File: config.mk
export PLATFORM = sky130hd
export DESIGN_NAME = speed_calc
export DESIGN_NICKNAME = d
export VERILOG_FILES = /design/src/rtl/bike_pkg.sv /design/src/rtl/seq_divider.sv /design/src/rtl/speed_calc.sv
export SDC_FILE = /design/constraint.sdc
export NUM_CORES = 1
export LEC_CHECK = 0
export ABC_CLOCK_PERIOD_IN_PS = 5750
export BUFFER_PORTS_ARGS = -buffer_cell sky130_fd_sc_hd__buf_2
export CORE_MARGIN = 2
export CORE_UTILIZATION = 65
export CTS_BUF_LIST = sky130_fd_sc_hd__clkbuf_4
export DETAILED_ROUTE_END_ITERATION = 8
export GPL_TIMING_DRIVEN = 0
export PLACE_DENSITY_LB_ADDON = 0.1
export SETUP_SLACK_MARGIN = 0.1
export SYNTH_ARGS = -nofsm -noshare
export SYNTH_HDL_FRONTEND = slang
export SYNTH_SLANG_ARGS = --single-unit
File: constraint.sdc
create_clock -name clk -period 5.75 [get_ports clk]
set_input_delay 1.725 -clock clk [delete_from_list [all_inputs] [get_ports clk]]
set_output_delay 1.725 -clock clk [all_outputs]
set_load 0.05 [all_outputs]
File: src/rtl/bike_pkg.sv
// Shared definitions for the bike-computer speed pipeline: FSM encoding,
// wheel/timing defaults and the speed LSB unit used by downstream stages.
package bike_pkg;

  typedef enum logic [1:0] {
    IDLE    = 2'd0,
    MEASURE = 2'd1,
    DIVIDE  = 2'd2
  } spd_state_e;

  // 2100 mm circumference * 36 -> speed[0.1 km/h] = K / period_ms
  localparam int unsigned K_DEFAULT        = 75600;
  localparam int unsigned DEBOUNCE_DEFAULT = 20;
  localparam int unsigned TIMEOUT_DEFAULT  = 3000;

  // One speed LSB is 0.1 km/h, i.e. 100 m/h.
  localparam int unsigned SPEED_LSB_M_PER_H = 100;

endpackage

File: src/rtl/seq_divider.sv
// Restoring unsigned divider: one quotient bit per clock, NUM_WIDTH cycles
// from start to a one-cycle done pulse. Quotient is valid while done is high.
module seq_divider #(
  parameter int NUM_WIDTH = 20,
  parameter int DEN_WIDTH = 12
) (
  input  logic                 clk,
  input  logic                 r,
  input  logic                 start,
  input  logic [NUM_WIDTH-1:0] num,
  input  logic [DEN_WIDTH-1:0] den,
  output logic [NUM_WIDTH-1:0] quot,
  output logic                 done,
  output logic                 busy
);

  localparam int CW = $clog2(NUM_WIDTH + 1);

  logic [NUM_WIDTH:0]   rem_q, rem_d;
  logic [NUM_WIDTH-1:0] quot_q, quot_d;
  logic [NUM_WIDTH-1:0] den_q, den_d;
  logic [CW-1:0]        cnt_q, cnt_d;
  logic                 busy_q, busy_d;
  logic                 done_q, done_d;
  logic [NUM_WIDTH:0]   shifted;
  logic [NUM_WIDTH:0]   diff;

  // quot_q starts holding the dividend; its MSB feeds the remainder while
  // quotient bits shift in from the bottom.
  always_comb begin
    rem_d   = rem_q;
    quot_d  = quot_q;
    den_d   = den_q;
    cnt_d   = cnt_q;
    busy_d  = busy_q;
    done_d  = 1'b0;
    shifted = {rem_q[NUM_WIDTH-1:0], quot_q[NUM_WIDTH-1]};
    diff    = shifted - {1'b0, den_q};
    if (start) begin
      rem_d  = '0;
      quot_d = num;
      den_d  = NUM_WIDTH'(den);
      cnt_d  = CW'(NUM_WIDTH);
      busy_d = 1'b1;
    end else if (busy_q) begin
      if (shifted >= {1'b0, den_q}) begin
        rem_d  = diff;
        quot_d = {quot_q[NUM_WIDTH-2:0], 1'b1};
      end else begin
        rem_d  = shifted;
        quot_d = {quot_q[NUM_WIDTH-2:0], 1'b0};
      end
      cnt_d = cnt_q - CW'(1);
      if (cnt_q == CW'(1)) begin
        busy_d = 1'b0;
        done_d = 1'b1;
      end
    end
  end

  always_ff @(posedge clk or negedge r) begin
    if (!r) begin
      rem_q  <= '0;
      quot_q <= '0;
      den_q  <= '0;
      cnt_q  <= '0;
      busy_q <= 1'b0;
      done_q <= 1'b0;
    end else begin
      rem_q  <= rem_d;
      quot_q <= quot_d;
      den_q  <= den_d;
      cnt_q  <= cnt_d;
      busy_q <= busy_d;
      done_q <= done_d;
    end
  end

  assign quot = quot_q;
  assign done = done_q;
  assign busy = busy_q;

endmodule

File: src/rtl/speed_calc.sv
// Wheel speed front end: times reed-pulse periods in ms ticks and divides
// K by the period to produce speed in 0.1 km/h, with stop detection.
module speed_calc
  import bike_pkg::*;
#(
  parameter int          WIDTH     = 12,
  parameter int          CNT_WIDTH = 12,
  parameter int          NUM_WIDTH = 20,
  parameter int unsigned K         = K_DEFAULT,
  parameter int unsigned DEBOUNCE  = DEBOUNCE_DEFAULT,
  parameter int unsigned TIMEOUT   = TIMEOUT_DEFAULT
) (
  input  logic             clk,
  input  logic             r,
  input  logic             tick,
  input  logic             reed,
  output logic [WIDTH-1:0] speed,
  output logic             speed_valid,
  output logic             moving
);

  localparam logic [CNT_WIDTH-1:0] DEB_C  = CNT_WIDTH'(DEBOUNCE);
  localparam logic [CNT_WIDTH-1:0] TOUT_C = CNT_WIDTH'(TIMEOUT);
  localparam logic [NUM_WIDTH-1:0] NUM_C  = NUM_WIDTH'(K);
  localparam logic [NUM_WIDTH-1:0] SAT_C  = NUM_WIDTH'((64'd1 << WIDTH) - 64'd1);

  spd_state_e           state_q, state_d;
  logic                 sync1_q, sync1_d;
  logic                 sync2_q, sync2_d;
  logic                 sync3_q, sync3_d;
  logic [CNT_WIDTH-1:0] cnt_q, cnt_d;
  logic [CNT_WIDTH-1:0] period_q, period_d;
  logic [WIDTH-1:0]     speed_q, speed_d;
  logic                 valid_q, valid_d;
  logic                 moving_q, moving_d;
  logic                 start_q, start_d;
  logic                 reed_rise;
  logic [NUM_WIDTH-1:0] div_quot;
  logic                 div_done;
  logic                 div_busy;

  assign reed_rise = sync2_q & ~sync3_q;

  always_comb begin
    sync1_d  = reed;
    sync2_d  = sync1_q;
    sync3_d  = sync2_q;
    cnt_d    = (tick && (cnt_q < TOUT_C)) ? cnt_q + CNT_WIDTH'(1) : cnt_q;
    state_d  = state_q;
    period_d = period_q;
    speed_d  = speed_q;
    valid_d  = 1'b0;
    start_d  = 1'b0;
    unique case (state_q)
      IDLE: begin
        if (reed_rise) begin
          cnt_d   = '0;
          state_d = MEASURE;
        end
      end
      MEASURE: begin
        // A valid edge takes priority over the timeout landing in the same cycle.
        if (reed_rise && (cnt_q >= DEB_C)) begin
          period_d = cnt_q;
          cnt_d    = '0;
          start_d  = 1'b1;
          state_d  = DIVIDE;
        end else if (cnt_q == TOUT_C) begin
          speed_d = '0;
          valid_d = 1'b1;
          state_d = IDLE;
        end
      end
      DIVIDE: begin
        if (div_done) begin
          speed_d = (div_quot > SAT_C) ? '1 : div_quot[WIDTH-1:0];
          valid_d = 1'b1;
          state_d = MEASURE;
        end
      end
      default: state_d = IDLE;
    endcase
    moving_d = (state_d != IDLE);
  end

  always_ff @(posedge clk or negedge r) begin
    if (!r) begin
      state_q  <= IDLE;
      sync1_q  <= 1'b0;
      sync2_q  <= 1'b0;
      sync3_q  <= 1'b0;
      cnt_q    <= '0;
      period_q <= '0;
      speed_q  <= '0;
      valid_q  <= 1'b0;
      moving_q <= 1'b0;
      start_q  <= 1'b0;
    end else begin
      state_q  <= state_d;
      sync1_q  <= sync1_d;
      sync2_q  <= sync2_d;
      sync3_q  <= sync3_d;
      cnt_q    <= cnt_d;
      period_q <= period_d;
      speed_q  <= speed_d;
      valid_q  <= valid_d;
      moving_q <= moving_d;
      start_q  <= start_d;
    end
  end

  seq_divider #(
    .NUM_WIDTH(NUM_WIDTH),
    .DEN_WIDTH(CNT_WIDTH)
  ) u_div (
    .clk  (clk),
    .r    (r),
    .start(start_q),
    .num  (NUM_C),
    .den  (period_q),
    .quot (div_quot),
    .done (div_done),
    .busy (div_busy)
  );

  assign speed       = speed_q;
  assign speed_valid = valid_q;
  assign moving      = moving_q;

endmodule

-- Word-level counts from Yosys, hierarchy flattened
Cells that the tools add are included.
- word-level logic and storage cells: 74
- latch bits: 0
- ROM bits: 0
- output and inout port bits: 14
- RAM bits: 0
- input bits: 4
- flip-flop bits (word level): 103
- memories: 0
- add/subtract/negate cells: 3
- multiply operators: 0
- divide/modulo/power cells: 0
- muxes and demuxes: 34
- shifts and indexed selects: 0
- reduce and logical (&&, ||, !) cells: 8
- bitwise operators: 2
- eq/ne operators: 7
- order comparisons: 4
- operator list (kind ; count):
    20-bit 2-to-1 mux ; 5
    12-bit 2-to-1 mux ; 7
    12-bit case mux with 2 select lines ; 2
    21-bit by 12-bit >= comparator with 1-bit output ; 1
    20-bit by 12-bit greater-than comparator with 1-bit output, second input constant ; 1
    20-bit by 12-bit subtractor with 20-bit output ; 1
    12-bit by 1-bit adder with 12-bit output, second input constant ; 1
    12-bit == test, second input constant ; 1
    12-bit by 5-bit >= comparator with 1-bit output, second input constant ; 1
    12-bit less-than comparator, second input constant ; 1
    1-bit 2-to-1 mux ; 12
    5-bit 2-to-1 mux ; 2
    2-bit 2-to-1 mux ; 4
    2-bit case mux with 3 select lines ; 1
    2-bit nonzero test ; 3
    5-bit by 1-bit == test with 1-bit output, second input constant ; 1
    5-bit by 1-bit subtractor with 5-bit output, second input constant ; 1
    2-bit != test, second input constant ; 2
    4-bit AND reduction ; 1
    2-bit by 1-bit == test with 1-bit output, second input constant ; 1
    2-bit == test, second input constant ; 1
    1-bit logical AND ; 2
    2-bit logical NOT ; 1
    2-bit by 1-bit != test with 1-bit output, second input constant ; 1
    other kinds (4) ; 4

-- Longest topological paths before layout
Gate-level depths: netlist of the first run.
- word-level depth: 6
- gate-level depth with buffers: 10
- mapped depth without buffers: 9

-- Modules after synthesis
Synthesis of the first run repeated with hierarchy kept, for this count alone.
- cell total of the unflattened synthesis: 591
- area, all modules: 5736.8 µm²
- by module, submodules not included (module ; cells each ; area an instance (µm²) ; instances ; sequential area each (µm²)):
    seq_divider ; 379 ; 3462.1 ; 1 ; 1476.4
    speed_calc ; 212 ; 2274.7 ; 1 ; 1101.1

-- Least setup slack after synthesis of the first run
Ideal clock, no wire load.
- path kind: input -> register
- start: input port tick
- end: register cnt_q[7]
- buffers on the path: 1
- setup slack: 3.082 ns
- data required time: 5.618 ns
- setup time: 0.132 ns
- stages: 5
- arrival: 2.536 ns
- cell sequence: o21ai_0 -> clkbuf_1 -> nor3_1 -> xnor2_1 -> nor2_1
- word-level cells in the longest chain between the ends: 4
- elaborated cells between the ends (all ways): 5
- those cells by class: 4 x mux; 1 x reduce/logical
- ends and longest elaborated chain (item ; line ; RTL):
    from (decl) ; speed_calc.sv:15 ; input logic tick,
    1-bit logical AND * ; speed_calc.sv:48 ; cnt_d = (tick && (cnt_q < TOUT_C)) ? cnt_q + CNT_WIDTH'(1) : cnt_q;
    12-bit 2-to-1 mux * ; speed_calc.sv:48 ;
    12-bit 2-to-1 mux, on equally long branches ; speed_calc.sv:63, speed_calc.sv:56 ;
    12-bit case mux with 2 select lines * ; speed_calc.sv:54 ; unique case (state_q)
    net cnt_d[7] ; speed_calc.sv:31 ; logic [CNT_WIDTH-1:0] cnt_q, cnt_d;
    to (signal assigned) ; speed_calc.sv:103 ; cnt_q <= cnt_d;
    to (decl) ; speed_calc.sv:31 ;
Mark *: on every way through the listed nets, which the timed path passes. The rest lies on a longest branch.
A chain may end at the register's enable or synchronous reset.

-- Final worst setup path of the first run
- start: register u_div.rem_q[2]
- end: register u_div.rem_q[16]
- word-level cells in the longest chain between the ends: 4
- elaborated cells between the ends (all ways): 5
- those cells by class: 1 x add/sub; 1 x order compare; 3 x mux
- ends and longest elaborated chain (item ; line ; RTL):
    from (decl) ; seq_divider.sv:19 ; logic [NUM_WIDTH:0] rem_q, rem_d;
    from (signal assigned) ; seq_divider.sv:70 ; rem_q <= rem_d;
    20-bit by 12-bit subtractor with 20-bit output / 21-bit by 12-bit >= comparator with 1-bit output (equally long branches) ; seq_divider.sv:38, seq_divider.sv:46 ;
    20-bit 2-to-1 mux * ; seq_divider.sv:46 ; if (shifted >= {1'b0, den_q}) begin
    20-bit 2-to-1 mux * ; seq_divider.sv:45 ; end else if (busy_q) begin
    20-bit 2-to-1 mux * ; seq_divider.sv:39 ; if (start) begin
Every way passes the cells marked *; elsewhere a longest branch is shown, timed or not. The select of a mux whose other input is x is not followed.

==> out/metrics.csv, run 1 <==
stage,metric,value,unit
sta,period utilization,51.1,%
layout,# diodes,0,
detailed_routing,Detail Route Antenna Nets,0,
yosys,Ys Warns,0,
place,dpl ws,2.76,ns
detailed_routing,DR DRC count,0,
place,GP Congestion,0.915,
yosys,distinct cell type count after synthesis,57,
sta,Max Clock Freq,0.340,GHz
sta,RSZ-0062 raised after global routing,no,
detailed_routing,via/cell ratio,5.99,
global_route,initial antenna violation count,0,
pwr,Max rail drop VDD,0.000213,V
clock_tree,Worst-Skew Late Latency,0.47,ns
place,DPL Wire Length,8380,um
place,Buffers on Ports,17,
global_route,Overflow after GRT,0,
pwr,Pleak,2.61,nW
detailed_routing,Vias,4087,
detailed_routing,DR iter-0 viols,176,
global_route,vias in the first global route,4137,
pwr,power density over cell area,389,nW/um^2
status,status,finished clean,
clock_tree,clock root cell,clkbuf_4,
clock_tree,"Reg clk slew, reported paths",0.17,ns
layout,Final Util,71.0,%
die,# rows,33,
yosys,Syn Std Cell Area,5440,um^2
sta,final setup vio count,0,
detailed_routing,drt pass-1 iters,5,
layout,Final Cell Area,5810,um^2
sta,Setup Skew,0.0220,ns
yosys,Avg Synthesized Cell Area,10.0,um^2
clock_tree,Sink Count,103,
clock_tree,Post-CTS Resized,0,
die,die area,9110,um^2
clock_tree,CTS tree,yes,
clock_tree,# Post-CTS Setup Buffers,0,
detailed_routing,Post-Route WL,11800,um
global_route,pin count of the biggest net entering global routing,55,
layout,nets@finish,597,
yosys,Synth Register Bits,103,
worst_setup_path,critical setup path kind,flip-flop to flip-flop,
pwr,total power,0.00226,W
sta,final hold viol count,0,
place,Placed Area,5680,um^2
die,Core Footprint,8180,um^2
global_route,first-pass GRT wire length,19700,um
worst_setup_path,peak fanout along the critical path,8,
layout,fraction of layout instances using a drive strength above 1,12.0,%
die,Die Wd,95.5,um
layout,Fill cells,580,
clock_tree,cts hold-fix bufs,0,
clock_tree,CTS H-Tree Depth,3,
detailed_routing,Routed WL per cell,17.2,um
worst_hold_path,Worst Hold Class,flip-flop to flip-flop,
die,Starting Density,66.5,%
worst_setup_path,Crit. End Element,flip-flop,
clock_tree,clock buffer count from CTS,9,
clock_tree,CTS max path bufs,2,
die,I/O Pins,18,
die,Die Span Y,95.5,um
worst_setup_path,worst path required time,6.14,ns
sta,Slew @ Worst Pin,0.739,ns
layout,Area Overhead vs Synth,6.79,%
yosys,Gate Count Post-Synth,543,
run,maxcap violations,0,
yosys,"EDFF count, synth",0,
worst_setup_path,CP arrival,3.33,ns
sta,setup TNS,0,ns
worst_setup_path,crit path launch type,flip-flop,
global_route,Global Route Usage Sum,28.2,%
sta,PnR worst setup slack,2.81,ns
sta,Final Critical Period,2.94,ns
sta,max-slew violations,0,
sta,max_slew headroom,50.7,%
yosys,Post-synth top flop,dfrtp_1,
yosys,"Net Count, Synth",568,
yosys,"FFs w/ async S/R, synth",100,%
yosys,sequential area share after synthesis,47.4,%
==> worst paths after layout <==
path | cells after the start | startpoint | slack [ns] | endpoint
setup / recovery | 8 | u_div.rem_q[2]$_DFFE_PN0P_ | 2.81 | u_div.rem_q[16]$_DFFE_PN0P_
hold / removal | 0 | sync1_q$_DFF_PN0_ | 0.41 | sync2_q$_DFF_PN0_
setup reg to reg | 8 | u_div.rem_q[2]$_DFFE_PN0P_ | 2.81 | u_div.rem_q[16]$_DFFE_PN0P_
hold reg to reg | 0 | sync1_q$_DFF_PN0_ | 0.41 | sync2_q$_DFF_PN0_
max in group asynchronous | 2 | r | 3.78 | u_div.den_q[7]$_DFFE_PN0P_
min in group asynchronous | 1 | r | 1.27 | speed[1]$_DFFE_PN0P_
==> power breakdown <==
part / switching, W / internal (W) / total [W]
combinational: 0.000611 / 0.000457 / 0.00107
sequential: 0.0000627 / 0.000784 / 0.000847
clock: 0.000252 / 0.0000940 / 0.000346
total: 0.000926 / 0.00134 / 0.00226
==> flip-flops by register name (all words and copies together) (netlist names), 2 cells and up <==
signal / count
u_div.den_q: 12
state_q: 2
u_div.rem_q: 20
period_q: 12
u_div.quot: 20
u_div.cnt_q: 5
cnt_q: 12
speed: 12
==> final cells by class <==
class	instances	area, um^2	share of cell area [%]
inverter	41	154	2.65
tap	105	131	2.26
clock buffer	9	67.6	1.16
buffer	28	116	2.00
multi-input combinational	371	2590	44.6
clock inverter	7	55.1	0.948
timing repair buffer	18	115	1.98
sequential	103	2580	44.4
==> per-layer routing <==
layer | routed length, um | GRT usage, %
met1 | 5160 | 36.8
met2 | 5960 | 47.7
met4 | 199 | 9.76
met5 | 0 | 0
met3 | 443 | 4.66
==> cell usage after synthesis (2+ instances only) <==
master / count / area share (%)
a211oi_1: 15 / 2.1
a21o_1: 3 / 0.41
a21oi_1: 21 / 1.9
a311oi_1: 5 / 0.81
a31oi_1: 4 / 0.46
and2_1: 3 / 0.35
and3_1: 3 / 0.35
buf_1: 7 / 0.48
buf_2: 3 / 0.28
clkbuf_1: 17 / 1.2
dfrtp_1: 103 / 47
ha_1: 20 / 4.6
inv_1: 41 / 2.8
mux2_2: 15 / 3.1
mux2i_1: 38 / 7.0
nand2_1: 39 / 2.7
nand2b_1: 6 / 0.69
nand3_1: 8 / 0.74
nand3b_1: 2 / 0.28
nand4_1: 3 / 0.35
nor2_1: 56 / 3.9
nor2b_1: 5 / 0.58
nor3_1: 13 / 1.2
nor4_1: 7 / 0.81
nor4b_1: 3 / 0.48
o211ai_1: 6 / 0.83
o21a_1: 2 / 0.28
o21ai_0: 36 / 3.3
o32ai_1: 2 / 0.32
or2_2: 4 / 0.46
or3_1: 3 / 0.35
or4_4: 3 / 0.62
xnor2_1: 22 / 3.5
xor2_1: 2 / 0.32
==> layout by cell type, fill, tap and decap left out, types with 5 or more instances in the layout <==
cell type and instances:
dfrtp_1 103, nor2_1 56, inv_1 41, nand2_1 39, mux2i_1 38, o21ai_0 36
xnor2_1 22, a21oi_1 21, ha_1 20, buf_2 19, clkbuf_1 17, mux2_2 15
a211oi_1 15, nor3_1 13, clkbuf_4 9, nand3_1 8, buf_1 7, nor4_1 7
nand2b_1 6, o211ai_1 6, nor2b_1 5, a311oi_1 5
==> critical path: stages, from the launching register on <==
cell	delay, ns
dfrtp_1	0.44
ha_1	0.28
clkbuf_1	0.31
a21oi_1	0.14
nand2b_1	0.22
a311oi_4	0.58
o31ai_4	0.15
or4_4	0.50
a311oi_2	0.25
==> metrics by stage <==
step	hold WS, ns	std cells
after CTS	0.428	682
after global placement	0.335	665
after global routing	0.429	682
after floorplan	0.331	543
final	0.411	682
after detailed placement	0.367	666
==> cell families after synthesis <==
logic type      count (synthesis)  synth area share (%)
simple gates                  165                  15.4
compound gates                108                  13.3
flops                         103                  47.4
buf+inv                        69                  4.97
mux                            53                  10.1
xor+xnor                       24                  3.87
fa+ha+maj                      21                  4.97
Note: power is estimated with default switching activity, not from simulation.
==> run 2: changes to the inputs <==
--- a/config.mk
+++ b/config.mk
@@ -5,10 +5,10 @@
 export SDC_FILE = /design/constraint.sdc
 export NUM_CORES = 1
 export LEC_CHECK = 0
-export ABC_CLOCK_PERIOD_IN_PS = 5750
+export ABC_CLOCK_PERIOD_IN_PS = 2800
 export BUFFER_PORTS_ARGS = -buffer_cell sky130_fd_sc_hd__buf_2
 export CORE_MARGIN = 2
-export CORE_UTILIZATION = 65
+export CORE_UTILIZATION = 64
 export CTS_BUF_LIST = sky130_fd_sc_hd__clkbuf_4
 export DETAILED_ROUTE_END_ITERATION = 8
 export GPL_TIMING_DRIVEN = 0
==> constraint.sdc (replaced) <==
create_clock -name clk -period 2.8 [get_ports clk]
set_input_delay 0.84 -clock clk [delete_from_list [all_inputs] [get_ports clk]]
set_output_delay 0.84 -clock clk [all_outputs]
set_load 0.05 [all_outputs]
==> out/metrics.csv, run 2 (same netlist as run 1, synthesis figures left out) <==
stage,metric,value,unit,change
pwr,Max rail drop VDD,0.000553,V,was 0.000213 V
sta,Final Critical Period,2.58,ns,was 2.94 ns
sta,Setup Skew,0.0337,ns,was 0.0220 ns
worst_setup_path,peak fanout along the critical path,7,,was 8
global_route,vias in the first global route,4047,,was 4137
worst_setup_path,reg2reg start,u_div.rem_q[13]$_DFFE_PN0P_,,was u_div.rem_q[2]$_DFFE_PN0P_
layout,Final Cell Area,5850,um^2,was 5810 um^2
clock_tree,Sink Count,103,,unchanged
run,maxcap violations,0,,unchanged
die,die area,9250,um^2,was 9110 um^2
die,Die Wd,96.2,um,was 95.5 um
place,Placed Area,5680,um^2,about the same
worst_setup_path,worst path required time,3.18,ns,was 6.14 ns
detailed_routing,DR DRC count,0,,unchanged
pwr,power density over cell area,816,nW/um^2,was 389 nW/um^2
sta,max_slew headroom,48.0,%,was 50.7%
sta,RSZ-0062 raised after global routing,no,,unchanged
sta,final hold viol count,0,,unchanged
clock_tree,clock root cell,clkbuf_4,,unchanged
clock_tree,cts hold-fix bufs,0,,unchanged
worst_hold_path,Worst Hold Class,flip-flop to flip-flop,,unchanged
worst_setup_path,worst stage delay on the critical path,0.61,ns,was 0.58 ns
clock_tree,Worst-Skew Late Latency,0.45,ns,was 0.47 ns
clock_tree,clock buffer count from CTS,9,,unchanged
detailed_routing,DR iter-0 viols,247,,was 176
status,status,finished clean,,unchanged
sta,setup TNS,0,ns,unchanged
global_route,pin count of the biggest net entering global routing,61,,was 55
die,I/O Pins,18,,unchanged
clock_tree,CTS max path bufs,2,,unchanged
worst_setup_path,critical setup path kind,flip-flop to flip-flop,,unchanged
worst_setup_path,Crit. End Element,flip-flop,,unchanged
layout,Reg area,2580,um^2,about the same
worst_setup_path,crit path cell chain,"or4_4, nor4_4, or4_4, o31ai_4, or4_4, a311oi_2",,"was ha_1, clkbuf_1, a21oi_1, nand2b_1, a311oi_4, o31ai_4, or4_4, a311oi_2"
worst_setup_path,Critical path origin,u_div.rem_q[13]$_DFFE_PN0P_,,was u_div.rem_q[2]$_DFFE_PN0P_
detailed_routing,Detail Route Antenna Nets,0,,unchanged
worst_setup_path,crit path launch type,flip-flop,,unchanged
place,Buffers on Ports,17,,unchanged
detailed_routing,drt pass-1 iters,5,,unchanged
sta,final setup vio count,0,,unchanged
global_route,first-pass GRT wire length,19400,um,was 19700 um
pwr,Pleak,2.63,nW,was 2.61 nW
layout,nets@finish,598,,was 597
layout,fraction of layout instances using a drive strength above 1,13.2,%,was 12.0%
die,# rows,33,,unchanged
sta,max-slew violations,0,,unchanged
global_route,Global Route Usage Sum,27.3,%,was 28.2%
layout,# diodes,0,,unchanged
sta,period utilization,92.1,%,was 51.1%
clock_tree,CTS tree,yes,,unchanged
worst_setup_path,most frequent CP cell,or4_4,,
sta,Max Clock Freq,0.388,GHz,was 0.340 GHz
worst_hold_path,Hold Crit Start,sync1_q$_DFF_PN0_,,unchanged
detailed_routing,via/cell ratio,6.07,,was 5.99
sta,Slew @ Worst Pin,0.781,ns,was 0.739 ns
layout,Fill cells,630,,was 580
worst_setup_path,CP arrival,2.96,ns,was 3.33 ns
worst_setup_path,slowest CP cell,or4_4,,was a311oi_4
die,Core Footprint,8220,um^2,was 8180 um^2
detailed_routing,Post-Route WL,11300,um,was 11800 um
global_route,initial antenna violation count,0,,unchanged
clock_tree,"Reg clk slew, reported paths",0.17,ns,about the same
layout,Final Util,71.2,%,was 71.0%
clock_tree,CTS H-Tree Depth,3,,unchanged
layout,Area Overhead vs Synth,7.55,%,was 6.79%
layout,area occupied by multi-input gates,2620,um^2,was 2590 um^2
place,GP Congestion,0.940,,was 0.915
die,Die Span Y,96.2,um,was 95.5 um
place,DPL Wire Length,8010,um,was 8380 um
global_route,Overflow after GRT,0,,unchanged
detailed_routing,Routed WL per cell,16.7,um,was 17.2 um
layout,"most common cell after layout, fill and taps aside",dfrtp_1,,unchanged
die,Starting Density,66.2,%,was 66.5%
detailed_routing,Vias,4134,,was 4087
layout,most frequent cells in the layout,"dfrtp_1 (102), nor2_1 (56), inv_1 (41)",,"was dfrtp_1 (103), nor2_1 (56), inv_1 (41)"
==> run 2: cell type report <==
type                            count  share of cell area, %
Tap cell                          105                   2.25
Clock inverter                      4                  0.835
Clock buffer                       10                   1.28
Sequential cell                   103                   44.1
Buffer                             26                   1.88
Timing Repair Buffer               21                   2.23
Multi-Input combinational cell    371                   44.8
Inverter                           41                   2.63
==> run 2: path summary, 6_finish.rpt <==
kind	depth (start not counted)	end	slack, ns
setup / recovery	6	u_div.rem_q[16]$_DFFE_PN0P_	0.22
min in group asynchronous	1	u_div.cnt_q[4]$_DFFE_PN0P_	0.45
hold reg to reg	0	sync2_q$_DFF_PN0_	0.37
max in group asynchronous	2	u_div.rem_q[2]$_DFFE_PN0P_	1.63
setup reg to reg	6	u_div.rem_q[16]$_DFFE_PN0P_	0.22
hold / removal	0	sync2_q$_DFF_PN0_	0.37
==> run 2: timing repair <==
action	CTS	global route
endpoints found under the setup margin	2	15
hold endpoints to repair	0	0
pin swaps	1	3
setup buffers	2	1
gates resized for setup	1	7
==> run 2: where the power goes <==
| part | switching (W) | internal (W) | leakage [nW] |
|---|---|---|---|
| Combinational | 0.00126 | 0.00103 | 1.15 |
| Sequential | 0.000126 | 0.00161 | 1.42 |
| Clock | 0.000472 | 0.000271 | 0.0620 |
==> run 2: metrics by stage <==
| step | total power [W] | cells | hold WS, ns | worst slack (ns) |
|---|---|---|---|---|
| after floorplan | 0.00349 | 543 | 0.331 | 0.213 |
| after global placement | 0.00383 | 665 | 0.335 | -0.142 |
| after detailed placement | 0.00389 | 666 | 0.341 | -0.0240 |
| after CTS | 0.00470 | 682 | 0.375 | 0.131 |
| after global routing | 0.00510 | 681 | 0.386 | 0.104 |
| final | 0.00477 | 681 | 0.369 | 0.220 |
==> run 2: worst max-delay path, delay by kind of cell, from the launching register on <==
| family | cells | cell delay, ns |
|---|---|---|
| simple gates | 4 | 1.71 |
| flops | 1 | 0.50 |
| compound gates | 2 | 0.30 |
==> run 2: metal layers <==
metal | global-route usage (%) | share of wire, % | vias to the layer above
li1 | - | - | 1961
met2 | 43.9 | 48 | 119
met1 | 37.6 | 45 | 2035
met5 | 0 | 0 | -
met4 | 10.0 | 1.9 | 0
met3 | 4.23 | 4.8 | 19
==> run 3: changes to the inputs <==
--- a/config.mk
+++ b/config.mk
@@ -5,10 +5,11 @@
 export SDC_FILE = /design/constraint.sdc
 export NUM_CORES = 1
 export LEC_CHECK = 0
+export ABC_AREA = 1
 export ABC_CLOCK_PERIOD_IN_PS = 2800
 export BUFFER_PORTS_ARGS = -buffer_cell sky130_fd_sc_hd__buf_2
 export CORE_MARGIN = 2
-export CORE_UTILIZATION = 64
+export CORE_UTILIZATION = 65
 export CTS_BUF_LIST = sky130_fd_sc_hd__clkbuf_4
 export DETAILED_ROUTE_END_ITERATION = 8
 export GPL_TIMING_DRIVEN = 0
==> out/metrics.csv, run 3 <==
stage,metric,value,unit,change
pwr,Internal,0.00343,W,was 0.00291 W
pwr,Comb pwr share,55.1,%,was 48.0%
die,die area,9350,um^2,was 9250 um^2
die,Die Span Y,96.7,um,was 96.2 um
yosys,most frequent cells after synthesis,"nand2_1 (215), dfrtp_1 (103), inv_1 (96)",,"was dfrtp_1 (103), nor2_1 (56), inv_1 (41)"
clock_tree,clock buffer count from CTS,9,,unchanged
die,Starting Density,67.6,%,was 66.2%
yosys,largest cells by area after synthesis,"dfrtp_1 (46%), nand2_1 (14%), inv_1 (6.5%)",,"was dfrtp_1 (47%), mux2i_1 (7.0%), ha_1 (4.6%)"
worst_setup_path,worst stage delay on the critical path,0.41,ns,was 0.61 ns
layout,Fill cells,656,,was 630
detailed_routing,DR iter-0 viols,345,,was 247
yosys,Post-synth top flop,dfrtp_1,,unchanged
yosys,"Net Count, Synth",741,,was 568
yosys,Avg Synthesized Cell Area,7.80,um^2,was 10.0 um^2
yosys,largest area contributor in the netlist,dfrtp_1,,unchanged
worst_setup_path,Crit. End Element,flip-flop,,unchanged
clock_tree,"Reg clk slew, reported paths",0.15,ns,was 0.17 ns
worst_setup_path,crit path cell chain,"inv_1, ha_1, fa_1, inv_1, nand2_1, nand3_1, nand2_1, nand2_1, nand2_1, nand2_1, nand2_1, nand2_1, nand2_1, nand3_1, nand2_1",,"was or4_4, nor4_4, or4_4, o31ai_4, or4_4, a311oi_2"
detailed_routing,DR DRC count,0,,unchanged
pwr,switching pwr,0.00332,W,was 0.00186 W
yosys,distinct cell type count after synthesis,38,,was 57
global_route,first-pass GRT wire length,21700,um,was 19400 um
sta,Slew @ Worst Pin,0.626,ns,was 0.781 ns
sta,final hold viol count,0,,unchanged
detailed_routing,Detail Route Antenna Nets,0,,unchanged
sta,max_slew headroom,58.2,%,was 48.0%
pwr,Sw Ratio,49.2,%,was 38.9%
global_route,vias in the first global route,4643,,was 4047
sta,Setup Skew,0.0133,ns,was 0.0337 ns
sta,period utilization,79.1,%,was 92.1%
sta,RSZ-0062 raised after global routing,no,,unchanged
pwr,Clk network pwr share,11.5,%,was 15.6%
worst_setup_path,worst path required time,3.15,ns,was 3.18 ns
yosys,most frequent cell after synthesis,nand2_1,,was dfrtp_1
place,GP Congestion,0.915,,was 0.940
die,# rows,33,,unchanged
yosys,Syn Std Cell Area,5580,um^2,was 5440 um^2
detailed_routing,via/cell ratio,5.51,,was 6.07
yosys,Ys Warns,0,,unchanged
yosys,share of the synthesized area in the top cell type,46.2,%,was 47.4%
layout,"most common cell after layout, fill and taps aside",nand2_1,,was dfrtp_1
layout,nets@finish,770,,was 598
clock_tree,Post-CTS Resized,0,,was 1
clock_tree,Sink Count,103,,unchanged
pwr,total power,0.00675,W,was 0.00477 W
layout,fraction of layout instances using a drive strength above 1,10.3,%,was 13.2%
sta,final setup vio count,0,,unchanged
die,Core Footprint,8260,um^2,was 8220 um^2
layout,# diodes,0,,unchanged
global_route,Global Route Usage Sum,28.4,%,was 27.3%
layout,Final Util,72.3,%,was 71.2%
yosys,"FFs w/ async S/R, synth",100,%,unchanged
place,Buffers on Ports,17,,unchanged
detailed_routing,Vias,4707,,was 4134
worst_setup_path,CP arrival,2.57,ns,was 2.96 ns
status,status,finished clean,,unchanged
worst_setup_path,peak fanout along the critical path,3,,was 7
place,DPL Wire Length,9300,um,was 8010 um
layout,Reg area,2580,um^2,about the same
die,Die Wd,96.7,um,was 96.2 um
worst_setup_path,crit path launch type,flip-flop,,unchanged
sta,Final Critical Period,2.22,ns,was 2.58 ns
worst_setup_path,"delay-heaviest family, CP",simple AND/OR/NAND/NOR gates,,unchanged
yosys,Synth Register Bits,103,,unchanged
detailed_routing,Post-Route WL,12400,um,was 11300 um
pwr,Max rail drop VDD,0.000632,V,was 0.000553 V
layout,Area Overhead vs Synth,6.88,%,was 7.55%
global_route,Overflow after GRT,0,,unchanged
worst_setup_path,worst path buffer plus inverter count,2,,was 0
worst_setup_path,critical setup path kind,flip-flop to flip-flop,,unchanged
clock_tree,cts hold-fix bufs,0,,unchanged
global_route,initial antenna violation count,0,,unchanged
layout,area occupied by multi-input gates,2520,um^2,was 2620 um^2
clock_tree,CTS max path bufs,2,,unchanged
pwr,Pleak,3.01,nW,was 2.63 nW
sta,max-slew violations,0,,unchanged
yosys,sequential area share after synthesis,46.2,%,was 47.4%
die,I/O Pins,18,,unchanged
worst_setup_path,slowest CP cell,fa_1,,was or4_4
global_route,pin count of the biggest net entering global routing,59,,was 61
detailed_routing,drt pass-1 iters,5,,unchanged
pwr,sequential share of power,33.4,%,was 36.4%
yosys,Gate Count Post-Synth,716,,was 543
run,maxcap violations,0,,unchanged
yosys,"EDFF count, synth",0,,unchanged
clock_tree,CTS H-Tree Depth,3,,unchanged
pwr,power density over cell area,1130,nW/um^2,was 816 nW/um^2
clock_tree,CTS tree,yes,,unchanged
layout,most frequent cells in the layout,"nand2_1 (215), dfrtp_1 (103), inv_1 (96)",,"was dfrtp_1 (102), nor2_1 (56), inv_1 (41)"
sta,Max Clock Freq,0.451,GHz,was 0.388 GHz
detailed_routing,Routed WL per cell,14.5,um,was 16.7 um
clock_tree,Worst-Skew Late Latency,0.45,ns,about the same
worst_hold_path,Worst Hold Class,primary input to asynchronous set/reset pin,,was flip-flop to flip-flop
worst_setup_path,most frequent CP cell,nand2_1,,was or4_4
clock_tree,# Post-CTS Setup Buffers,0,,was 2
clock_tree,clock root cell,clkbuf_4,,unchanged
## run 3: worst reg2reg max path, cell delays in order, from the launching register on
cell and delay (ns):
dfrtp_1 0.38, inv_1 0.07, ha_1 0.26, fa_1 0.41, inv_1 0.13, nand2_1 0.07, nand3_1 0.13, nand2_1 0.08
nand2_1 0.16, nand2_1 0.10, nand2_1 0.06, nand2_1 0.04, nand2_1 0.05, nand2_1 0.04, nand3_1 0.06, nand2_1 0.07
## run 3: layer usage
layer	routed length, um	GRT usage (%)
met1	5830	42.3
met2	5620	42.7
met3	766	5.56
met4	184	8.56
met5	0	0
## run 3: logic make-up after synthesis
family	count (synthesis)	synth area share (%)
AO/OA/AOI/OAI	121	12.1
XOR/XNOR	9	1.41
adder cells (fa/ha/maj)	21	4.84
buffers and inverters	119	8.70
flip-flops	103	46.2
AND/OR/NAND/NOR	343	26.8
## run 3: per-stage QoR
| stage | setup TNS (ns) | instance area, um^2 | std cells | hold WS [ns] | worst slack, ns |
|---|---|---|---|---|---|
| 2_1_floorplan | 0 | 5580 | 716 | 0.331 | 0.963 |
| 3_3_place_gp | -13.80 | 5800 | 838 | 0.332 | -0.140 |
| 3_5_place_dp | 0 | 5830 | 839 | 0.350 | 0.643 |
| 4_1_cts | 0 | 5970 | 855 | 0.386 | 0.612 |
| 5_1_grt | 0 | 5970 | 855 | 0.409 | 0.345 |
| 6_report | 0 | 5970 | 855 | 0.375 | 0.584 |
## run 3: layout make-up
type                            count  share of cell area, %
Inverter                          100                   6.29
Multi-Input combinational cell    494                   42.2
Buffer                             19                   1.85
Timing Repair Buffer               18                   1.93
Clock inverter                      7                   1.17
Sequential cell                   103                   43.2
Clock buffer                        9                   1.13
Tap cell                          105                   2.20
## run 3: path summary, 6_finish.rpt
path	start	to	slack [ns]	cells after the start
worst max-delay path	u_div.quot[19]$_DFFE_PN0P_	u_div.rem_q[10]$_DFFE_PN0P_	0.58	15
worst min-delay path	r	speed[6]$_DFFE_PN0P_	0.37	1
worst max register to register	u_div.quot[19]$_DFFE_PN0P_	u_div.rem_q[10]$_DFFE_PN0P_	0.58	15
worst min register to register	sync1_q$_DFF_PN0_	sync2_q$_DFF_PN0_	0.40	0
max in group asynchronous	r	period_q[0]$_DFFE_PN0P_	1.73	2
min in group clk	sync1_q$_DFF_PN0_	sync2_q$_DFF_PN0_	0.40	0
## run 3: power by group through the flow
stage	sequential (W)	combinational [W]	clock, W
floorplan	0.00242	0.00263	0
global placement	0.00226	0.00354	0
detailed placement	0.00228	0.00366	0
CTS	0.00225	0.00368	0.000798
global route	0.00231	0.00422	0.000856
finish	0.00225	0.00372	0.000778
